### config.mk
export PLATFORM = sky130hd
export DESIGN_NAME = imem_loader_flat
export DESIGN_NICKNAME = d
export VERILOG_FILES = /design/src/rtl/imem_loader_pkg.sv /design/src/rtl/imem_loader_if.sv /design/src/rtl/imem_loader_byte_packer.sv /design/src/rtl/imem_loader.sv /design/src/flat_wrapper.sv
export SDC_FILE = /design/constraint.sdc
export NUM_CORES = 1
export LEC_CHECK = 0
export CORE_ASPECT_RATIO = 0.8
export CORE_MARGIN = 10
export CORE_UTILIZATION = 45
export DETAILED_ROUTE_END_ITERATION = 8
export PLACE_DENSITY_LB_ADDON = 0.15
export SLEW_MARGIN = 10
export SYNTH_ARGS = -nofsm -noshare
export SYNTH_HDL_FRONTEND = slang
export SYNTH_SLANG_ARGS = --single-unit
### constraint.sdc
create_clock -name iClk -period 2.3 [get_ports iClk]
set_clock_uncertainty 0.1 [all_clocks]
set_input_delay 0.23 -clock iClk [delete_from_list [all_inputs] [get_ports iClk]]
set_output_delay 0.23 -clock iClk [all_outputs]
set_load 0.005 [all_outputs]
### src/rtl/imem_loader_pkg.sv
// Shared types and constants for the boot-time imem loader.
package imem_loader_pkg;

  // Framing states: two header bytes, payload words, checksum, then a
  // terminal state that waits for iStart.
  typedef enum logic [2:0] {
    HDR_HI,
    HDR_LO,
    DATA,
    CSUM,
    DONE,
    ERR
  } ld_state_t;

  localparam int WORD_BYTES = 4;
  localparam int IDX_W      = $clog2(WORD_BYTES);

endpackage

### src/rtl/imem_loader_if.sv
// Byte-stream input and imem word write port of the loader.
interface imem_loader_if #(
  parameter int AW = 32
);
  logic [7:0]    iByte;
  logic          iValid;
  logic          oReady;
  logic          oWe;
  logic [AW-1:0] oAddr;
  logic [31:0]   oWdata;

  // Host side: feeds bytes, observes the write port.
  modport master (
    output iByte, iValid,
    input  oReady, oWe, oAddr, oWdata
  );

  // Loader side.
  modport slave (
    input  iByte, iValid,
    output oReady, oWe, oAddr, oWdata
  );
endinterface

### src/rtl/imem_loader_byte_packer.sv
// Shifts big-endian bytes into 32-bit words, keeps the XOR checksum of
// all payload bytes and strobes word_vld the cycle after the 4th byte.
import imem_loader_pkg::*;

module imem_loader_byte_packer (
  input  logic        iClk,
  input  logic        iResetN,
  input  logic        clr,
  input  logic        take,
  input  logic [7:0]  din,
  output logic [31:0] word,
  output logic        word_vld,
  output logic [7:0]  csum,
  output logic        last_byte
);

  logic [IDX_W-1:0] idx;
  logic [23:0]      sh;

  assign last_byte = (idx == IDX_W'(WORD_BYTES - 1));

  // Byte index, partial word, checksum and the one-cycle word strobe.
  always_ff @(posedge iClk or negedge iResetN) begin
    if (!iResetN) begin
      idx      <= '0;
      sh       <= '0;
      word     <= '0;
      word_vld <= 1'b0;
      csum     <= '0;
    end else begin
      word_vld <= 1'b0;
      if (clr) begin
        idx  <= '0;
        sh   <= '0;
        csum <= '0;
      end else if (take) begin
        csum <= csum ^ din;
        sh   <= {sh[15:0], din};
        idx  <= idx + IDX_W'(1);
        if (last_byte) begin
          word     <= {sh, din};
          word_vld <= 1'b1;
        end
      end
    end
  end

endmodule

### src/rtl/imem_loader.sv
// Boot loader: frames a byte stream (header count, big-endian words,
// XOR checksum), writes words into imem from address 0 and holds the
// core in reset until a checksum-clean image has landed.
import imem_loader_pkg::*;

module imem_loader #(
  parameter int MAX_WORDS = 64,
  parameter int AW        = 32
) (
  input  logic          iClk,
  input  logic          iResetN,
  input  logic          iStart,
  imem_loader_if.slave  bus,
  output logic          oDone,
  output logic          oError,
  output logic          oCpuReset
);

  localparam int CW = $clog2(MAX_WORDS + 1);

  ld_state_t     state, nxt;
  logic [15:0]   count;
  logic [15:0]   hdr;
  logic [CW-1:0] wcnt;
  logic [AW-1:0] addr;
  logic          acc;
  logic          restart;
  logic          last_word;
  logic          csum_ok;
  logic          pk_clr;
  logic          pk_take;
  logic          pk_last;
  logic          pk_vld;
  logic [31:0]   pk_word;
  logic [7:0]    pk_csum;

  assign acc       = bus.iValid && bus.oReady;
  assign restart   = iStart && (state == DONE || state == ERR);
  assign hdr       = {count[15:8], bus.iByte};
  assign last_word = (16'(wcnt) + 16'd1) == count;
  assign csum_ok   = (bus.iByte == pk_csum);

  // Checksum restarts with each new header; index restarts on iStart.
  assign pk_clr  = restart || (state == HDR_HI && acc);
  assign pk_take = acc && (state == DATA);

  imem_loader_byte_packer u_pack (
    .iClk      (iClk),
    .iResetN   (iResetN),
    .clr       (pk_clr),
    .take      (pk_take),
    .din       (bus.iByte),
    .word      (pk_word),
    .word_vld  (pk_vld),
    .csum      (pk_csum),
    .last_byte (pk_last)
  );

  assign bus.oWe    = pk_vld;
  assign bus.oWdata = pk_word;
  assign bus.oAddr  = addr;

  // State register.
  always_ff @(posedge iClk or negedge iResetN) begin
    if (!iResetN) state <= HDR_HI;
    else          state <= nxt;
  end

  // Next state and ready; ready depends on state only.
  always_comb begin
    nxt        = state;
    bus.oReady = 1'b0;
    case (state)
      HDR_HI: begin
        bus.oReady = 1'b1;
        if (acc) nxt = HDR_LO;
      end
      HDR_LO: begin
        bus.oReady = 1'b1;
        if (acc) begin
          if (hdr > 16'(MAX_WORDS)) nxt = ERR;
          else if (hdr == 16'd0)    nxt = CSUM;
          else                      nxt = DATA;
        end
      end
      DATA: begin
        bus.oReady = 1'b1;
        if (acc && pk_last && last_word) nxt = CSUM;
      end
      CSUM: begin
        bus.oReady = 1'b1;
        if (acc) nxt = csum_ok ? DONE : ERR;
      end
      DONE, ERR: begin
        if (iStart) nxt = HDR_HI;
      end
      default: nxt = HDR_HI;
    endcase
  end

  // Header count, word counter, write address and status flags.
  always_ff @(posedge iClk or negedge iResetN) begin
    if (!iResetN) begin
      count     <= '0;
      wcnt      <= '0;
      addr      <= '0;
      oDone     <= 1'b0;
      oError    <= 1'b0;
      oCpuReset <= 1'b1;
    end else if (restart) begin
      count     <= '0;
      wcnt      <= '0;
      addr      <= '0;
      oDone     <= 1'b0;
      oError    <= 1'b0;
      oCpuReset <= 1'b1;
    end else begin
      case (state)
        HDR_HI: if (acc) count[15:8] <= bus.iByte;
        HDR_LO: if (acc) begin
          count[7:0] <= bus.iByte;
          if (hdr > 16'(MAX_WORDS)) oError <= 1'b1;
        end
        DATA: if (acc && pk_last) wcnt <= wcnt + CW'(1);
        CSUM: if (acc) begin
          if (csum_ok) begin
            oDone     <= 1'b1;
            oCpuReset <= 1'b0;
          end else begin
            oError    <= 1'b1;
          end
        end
        default: ;
      endcase
      // A pulse seen while still in DATA means more words follow; the
      // final word always pulses in CSUM, so the address stops there.
      if (pk_vld && state == DATA) addr <= addr + AW'(WORD_BYTES);
    end
  end

endmodule

### src/flat_wrapper.sv
// flat-port wrapper written by rule: the top's interface ports become plain ports
module imem_loader_flat 
#(
  parameter int MAX_WORDS = 64,
  parameter int AW        = 32
)
  (iClk, iResetN, iStart, oDone, oError, oCpuReset, bus_iByte, bus_iValid, bus_oReady, bus_oWe, bus_oAddr, bus_oWdata);
  imem_loader_if #(.AW(AW)) bus_i ();
  input  logic iClk;
  input  logic iResetN;
  input  logic iStart;
  output logic oDone;
  output logic oError;
  output logic oCpuReset;
  input wire logic [$bits(bus_i.iByte)-1:0] bus_iByte;
  input wire logic [$bits(bus_i.iValid)-1:0] bus_iValid;
  output wire logic [$bits(bus_i.oReady)-1:0] bus_oReady;
  output wire logic [$bits(bus_i.oWe)-1:0] bus_oWe;
  output wire logic [$bits(bus_i.oAddr)-1:0] bus_oAddr;
  output wire logic [$bits(bus_i.oWdata)-1:0] bus_oWdata;
  assign bus_i.iByte = bus_iByte;
  assign bus_i.iValid = bus_iValid;
  assign bus_oReady = bus_i.oReady;
  assign bus_oWe = bus_i.oWe;
  assign bus_oAddr = bus_i.oAddr;
  assign bus_oWdata = bus_i.oWdata;
  imem_loader #(.MAX_WORDS(MAX_WORDS), .AW(AW)) u_core (.iClk(iClk), .iResetN(iResetN), .iStart(iStart), .bus(bus_i), .oDone(oDone), .oError(oError), .oCpuReset(oCpuReset));
endmodule
After elaboration in Yosys (flattened, before gate mapping)
Index checks and enable logic that the tools add are counted.
{"block": "classes", "n_addsub": 4, "n_lt_le_gt_ge": 1, "eq_ne": 17, "muxes": 42, "bitwise_logic": 2, "n_reduce_logical": 30}
{"operator": "two-way mux 32 bit", "count": 2}
{"operator": "two-way mux 24 bit", "count": 2}
{"operator": "two-way mux 8 bit", "count": 5}
{"operator": "adder 32 x 3 -> 32 bit (second input constant)", "count": 1}
{"operator": "two-way mux 7 bit", "count": 3}
{"operator": "two-way mux 1 bit", "count": 19}
{"operator": "two-way mux 3 bit", "count": 6}
{"operator": "nonzero test 2 bit", "count": 9}
{"operator": "== test 16 bit", "count": 1}
{"operator": "greater-than comparator 16 x 7 -> 1 bit (second input constant)", "count": 1}
{"operator": "zero test 16 bit", "count": 1}
{"operator": "two-way mux 16 bit", "count": 1}
{"operator": "one-hot mux 3 bit (5 select lines)", "count": 1}
{"operator": "AND reduction 5 bit", "count": 2}
{"operator": "inequality test 3 x 1 -> 1 bit (second input constant)", "count": 3}
{"operator": "adder 7 x 1 -> 8 bit (second input constant)", "count": 1}
{"operator": "== test 8 bit", "count": 1}
{"operator": "bitwise XOR 8 bit", "count": 1}
{"operator": "adder 7 x 1 -> 7 bit (second input constant)", "count": 1}
{"operator": "logical AND 1 bit", "count": 7}
{"operator": "== test 3 x 2 -> 1 bit (second input constant)", "count": 2}
{"operator": "== test 3 bit (second input constant)", "count": 2}
{"operator": "inequality test 2 x 1 -> 1 bit (second input constant)", "count": 3}
{"operator": "AND reduction 2 bit", "count": 3}
{"operator": "other kinds (14)", "count": 18}
{"block": "totals", "register_bits": 128, "out_inout_bits": 69, "word_cells": 109}

Logic depth before layout (Yosys ltp)
{"block": "depth", "ltp_word": 8, "ltp_mapped": 8, "mapped_depth_nobuf": 6}

Hierarchy
From an unflattened synthesis, not the netlist that was laid out.
{"block": "unflattened", "cells_unflattened": 527, "area_unflattened_um2": 5967.0}
{"mod": "imem_loader", "n_inst": 1, "cells_per_inst": 337, "area_each_um2": 3168.0, "seq_area_each_um2": 1477.7}
{"mod": "imem_loader_byte_packer", "n_inst": 1, "cells_per_inst": 190, "area_each_um2": 2798.9, "seq_area_each_um2": 1676.6}

Worst setup path before layout
Ideal clock, no wire load.
{"block": "synth_timing", "path_type": "flip-flop to flip-flop", "from": "register u_core.state[0]", "to": "register u_core.addr[23] (netlist: u_core.bus.oAddr[23])", "t_arrival_ps": 1620, "t_required_ps": 2123, "slack_ps": 502, "path_stages_with_launch": 7, "period_less_slack_ps": 1798, "cell_sequence": "dfrtp_1 and4bb_2 o2111ai_1 or2_1 clkbuf_2 or3_1 a21oi_1"}
{"block": "synth_via", "elab_chain_cells": 4, "word_cells_on_any_way": 8, "cone_classes": "3 x eq/ne; 1 x mux; 4 x reduce/logical"}
{"item": "from (decl)", "line": "imem_loader.sv:21", "rtl": "ld_state_t state, nxt;"}
{"item": "from (signal assigned)", "line": "imem_loader.sv:66", "rtl": "else state <= nxt;"}
{"item": "== test 3 bit", "line": "imem_loader.sv:38", "rtl": "assign restart = iStart && (state == DONE || state == ERR);"}
{"item": "logical OR 1 bit", "line": "imem_loader.sv:38"}
{"item": "logical AND 1 bit", "line": "imem_loader.sv:38"}
{"item": "two-way mux 32 bit or nonzero test 2 bit (tied branches)"}
{"item": "to (signal assigned)", "line": "imem_loader.sv:137", "rtl": "if (pk_vld && state == DATA) addr <= addr + AW'(WORD_BYTES);"}
{"item": "to (decl)", "line": "imem_loader.sv:25", "rtl": "logic [AW-1:0] addr;"}
Several ways; a longest one is shown, not always the timed one.
A chain may end at the register's enable or synchronous reset.

Worst setup path in the final report
{"block": "layout_timing", "from": "register u_core.wcnt[0]", "to": "register u_core.state[0]"}
{"block": "layout_via", "elab_chain_cells": 5}
{"item": "from (decl)", "line": "imem_loader.sv:24", "rtl": "logic [CW-1:0] wcnt;"}
{"item": "from (signal assigned)", "line": "imem_loader.sv:124", "rtl": "DATA: if (acc && pk_last) wcnt <= wcnt + CW'(1);"}
{"item": "adder 7 x 1 -> 8 bit", "line": "imem_loader.sv:40", "rtl": "assign last_word = (16'(wcnt) + 16'd1) == count;"}
{"item": "== test 16 bit", "line": "imem_loader.sv:40"}
{"item": "logical AND 1 bit", "line": "imem_loader.sv:88", "rtl": "if (acc && pk_last && last_word) nxt = CSUM;"}
{"item": "inequality test 2 bit (no source line)"}
{"item": "AND reduction 5 bit (no source line)"}
Every way passes these cells.

==> flow_results.org <==
** Route
- The first TritonRoute pass finished after 5 iterations.
- Routed vias/inst :: 5.37
- 1st-iter DRT viols :: approximately 290
- Final wirelength :: 14.7 mm
- Avg WL per Cell :: 16.6 microns
- The detailed router placed ~4700 vias in this run.
- Number of routed nets with antenna violations :: 0
- DRC errors left :: 0

** Timing
- Summed over all failing endpoints, the final setup total negative slack is 0 ns.
- Pins Over Slew Limit :: 0
- Setup repair after global routing left no endpoint under its margin.
- In this run the tightest slew margin relative to its limit is 0.560.
- Setup violations remaining at the end of the flow were counted as 0.
- After layout, the minimum clock period comes to around 2.1 ns.
- Worst-Margin Slew :: about 0.66 ns
- The final number of hold-violating endpoints came to 0.
- Highest clock rate :: ~0.5 GHz
- In the finished design, the share of the clock period the worst path needs comes to 0.895.

** Place
- The count of buffers added on input and output ports is a little under 80.
- HPWL reported at the end of detailed placement :: 10.5 mm
- Final weighted congestion in routability-driven placement :: 0.916

** Global route
- The number of global-route vias before repair was between 4000 and 5000.
- Largest net degree at the start of global routing :: 49
- Global routing finished with a remaining overflow of 0.
- Gr usage total :: 0.169
- GRT met1 Usage :: 0.234
- Met2 Resource Use GR :: 0.252
- Met3 GRT Util :: 0.0417
- After global routing, the most crowded layer is met2.
- First-pass GRT wire length :: between 20 and 25 mm
- Initial antenna violation count :: 0

** Clock network
- The tree is rooted in a clkbuf_16.
- After clock tree synthesis, the clock-pin slew on the worst setup and hold paths is approximately 0.060 ns.
- TritonCTS built the clock tree.
- The number of setup buffers added after CTS is 0.
- The H-tree generated during clock tree synthesis spans 4 levels.
- The clock net in this run drives a total of 126 sinks.
- In this run the deepest clock path goes through 2 buffers.
- Num CTS Buffers :: 17
- Insertion delay of the later-clocked pin in the worst-skew pair :: 0.42 ns

** Layout
- Fill cell total of the finished layout :: ~1100
- Layout Utilization :: 0.601
- Net count, final :: 714
- Of the cells placed in the final design, the portion with a size suffix greater than 1 is 0.111.
- # diodes :: 0
- Area added between synthesis and finish :: 28.6%

** Run status
- The flow ran to the end, and the final reports show no timing, DRC or antenna violations.

** Critical path
- Critical path launch point :: u_core.wcnt[0]$_DFFE_PN0P_
- Crit Path Max Fanout :: 6
- FF-to-FF path depth :: 5
- Endpoint kind of the worst setup timing path :: flip-flop
- Setup slack of the worst register-to-register path :: between 0.2 and 0.25 ns
- Critical path type :: reg -> reg
- Required time at the endpoint of the critical path :: around 2.5 ns
- FF-to-FF Start :: u_core.wcnt[0]$_DFFE_PN0P_
- The worst setup path is launched from a flip-flop.
- Data arrives at the worst endpoint at between 2 and 2.5 ns.
- Capturing point of the worst reg2reg path :: u_core.state[0]$_DFFE_PN0P_

** Floorplanning
- Area of the die :: ~0.018 sq mm
- The initial utilization of the core area, before any placement, comes to 0.467.
- Row cnt :: 36
- The die is around 150 microns wide.
- The floorplan step set the die height to roughly 120 microns.
- In this run the count of I/O pins placed on the die edge is slightly above 80.
- Core area :: 0.0123 sq mm

** Synthesis
- In the synthesized netlist the dominant register cell turns out to be dfrtp_1.
- Number of distinct library cells after synthesis :: 47
- Synthesis handed over a netlist of between 600 and 700 instances.
- Share of synthesized flip-flops with an asynchronous set or reset :: 1.00
- The mapped netlist covers around 0.0058 sq mm.
- In this run, synthesis inferred 0 flip-flops with an integrated enable.
- Yosys printed 0 warnings.
- Dividing the synthesized area by the synthesized cell count gives ~9.5 sq um.
- Synthesis inferred 126 register bits.
- For this run, the register share of the synthesized area comes to 0.547.

** Power
- Worst vdd rail ir drop :: ~0.00062 V
- Power per cell area :: roughly 830 mW/mm^2
- For this design the static power due to leakage is 3.35 nW.

** Flow run
- Across the run, the number of max-cap violations was 0.

** Min path
- In this run the worst hold path is classified as in -> async.
==> where the power goes <==
group | leakage, nW | total (mW) | switching, mW | internal (mW)
registers | 1.74 | 2.54 | 0.142 | 2.39
clock network | 0.274 | 2.57 | 1.04 | 1.53
logic | 1.34 | 1.03 | 0.594 | 0.435
total | 3.35 | 6.13 | 1.77 | 4.36
==> critical path: stages, from the launching register on <==
cell and delay (ns):
dfrtp_1 0.46, nand3_2 0.17, or3_1 0.41, a2111oi_2 0.44, nand4_1 0.16, a32oi_1 0.23
==> layer usage <==
layer | up-vias | share of wire
li1 | 2240 | -
met1 | 2343 | 0.48
met2 | 137 | 0.46
met3 | 18 | 0.050
met4 | 0 | 0.012
met5 | - | 0
==> per-stage QoR <==
stage / hold WS [ns] / area (sq um) / instances / total power [mW] / worst slack, ns
finish: 0.292 / 7420 / 883 / 6.13 / 0.241
global route: 0.352 / 7420 / 883 / 6.42 / 0.111
CTS: 0.316 / 7420 / 883 / 6.18 / 0.220
detailed placement: 0.204 / 6830 / 850 / 3.59 / 0.0360
global placement: 0.200 / 6830 / 850 / 3.57 / 0.123
floorplan: -0.166 / 5770 / 606 / 3.20 / 0.502
==> flip-flops by register name, indices dropped and copies added (netlist names) <==
register / count
u_core.oDone: 1
u_core.wcnt: 7
u_core.u_pack.idx: 2
u_core.state: 3
u_core.u_pack.word: 32
u_core.oCpuReset: 1
u_core.u_pack.sh: 24
u_core.count: 16
u_core.u_pack.word_vld: 1
u_core.u_pack.csum: 8
u_core.oError: 1
u_core.bus.oAddr: 30
==> repair_timing <==
action,in CTS,in global routing
hold endpoints to repair,44,0
endpoints found under the setup margin,0,0
gates resized for setup,0,0
hold buffers,1,0
==> cells in the mapped netlist (4+ instances only) <==
cell | number | area (sq um)
a21oi_1 | 43 | 215
a22o_1 | 9 | 78.8
and3_1 | 5 | 31.3
and4_1 | 4 | 35.0
buf_2 | 12 | 60.1
buf_4 | 4 | 30.0
clkbuf_1 | 13 | 48.8
dfrtp_1 | 125 | 3130
inv_1 | 7 | 26.3
mux2_2 | 9 | 101
nand2_1 | 162 | 608
nand3_1 | 15 | 75.1
nand4_1 | 9 | 56.3
nor2_1 | 40 | 150
nor2b_1 | 4 | 25.0
nor3_1 | 10 | 50.1
nor4_1 | 12 | 75.1
o21ai_0 | 24 | 120
or3_1 | 10 | 62.6
xnor2_1 | 20 | 175
xor2_1 | 25 | 219
==> logic make-up after synthesis <==
logic type      after synthesis  synth area share
compound gates               94            0.0974
mux                          10            0.0193
other cells                   1          0.000650
buf+inv                      41            0.0367
xor+xnor                     45            0.0683
simple gates                285             0.224
flops                       126             0.547
fa+ha+maj                     3           0.00651
==> worst max path at each step <==
stage                                        to  slack [ns]  depth (start not counted)
4_1_cts             u_core.state[0]$_DFFE_PN0P_        0.22                          5
2_1_floorplan  u_core.bus.oAddr[23]$_DFFE_PN0P_        0.50                          6
5_1_grt        u_core.bus.oAddr[28]$_DFFE_PN0P_        0.11                          6
3_3_place_gp   u_core.bus.oAddr[27]$_DFFE_PN0P_        0.12                          6
6_report            u_core.state[0]$_DFFE_PN0P_        0.24                          5
3_5_place_dp          u_core.oError$_DFFE_PN0P_        0.04                          6
==> cells in the final DEF, fill, tap and decap left out, drive strengths merged, types with 3 or more instances in the layout <==
cell	n
nand2	162
dfrtp	125
clkdlybuf4s50	77
a21oi	43
nor2	40
buf	30
xor2	25
o21ai	24
xnor2	20
clkbuf	18
nand3	17
nor4	12
inv	12
nor3	10
or3	10
a22o	9
nand4	9
mux2	9
and3	6
clkinv	5
nor2b	4
and4	4
o21a	3
a31oi	3
o31ai	3
ha	3
clkinvlp	3
==> final cells by class <==
class / instances / area (sq um) / share of cell area
flip-flops and latches: 126 / 3150 / 0.425
multi-input cells: 439 / 2410 / 0.324
repair buffers: 108 / 1040 / 0.141
clock buffers: 18 / 439 / 0.0592
well taps: 171 / 214 / 0.0289
clock inverters: 14 / 133 / 0.0179
inverters: 7 / 26.3 / 0.00354
(Power assumes the default switching activity.)
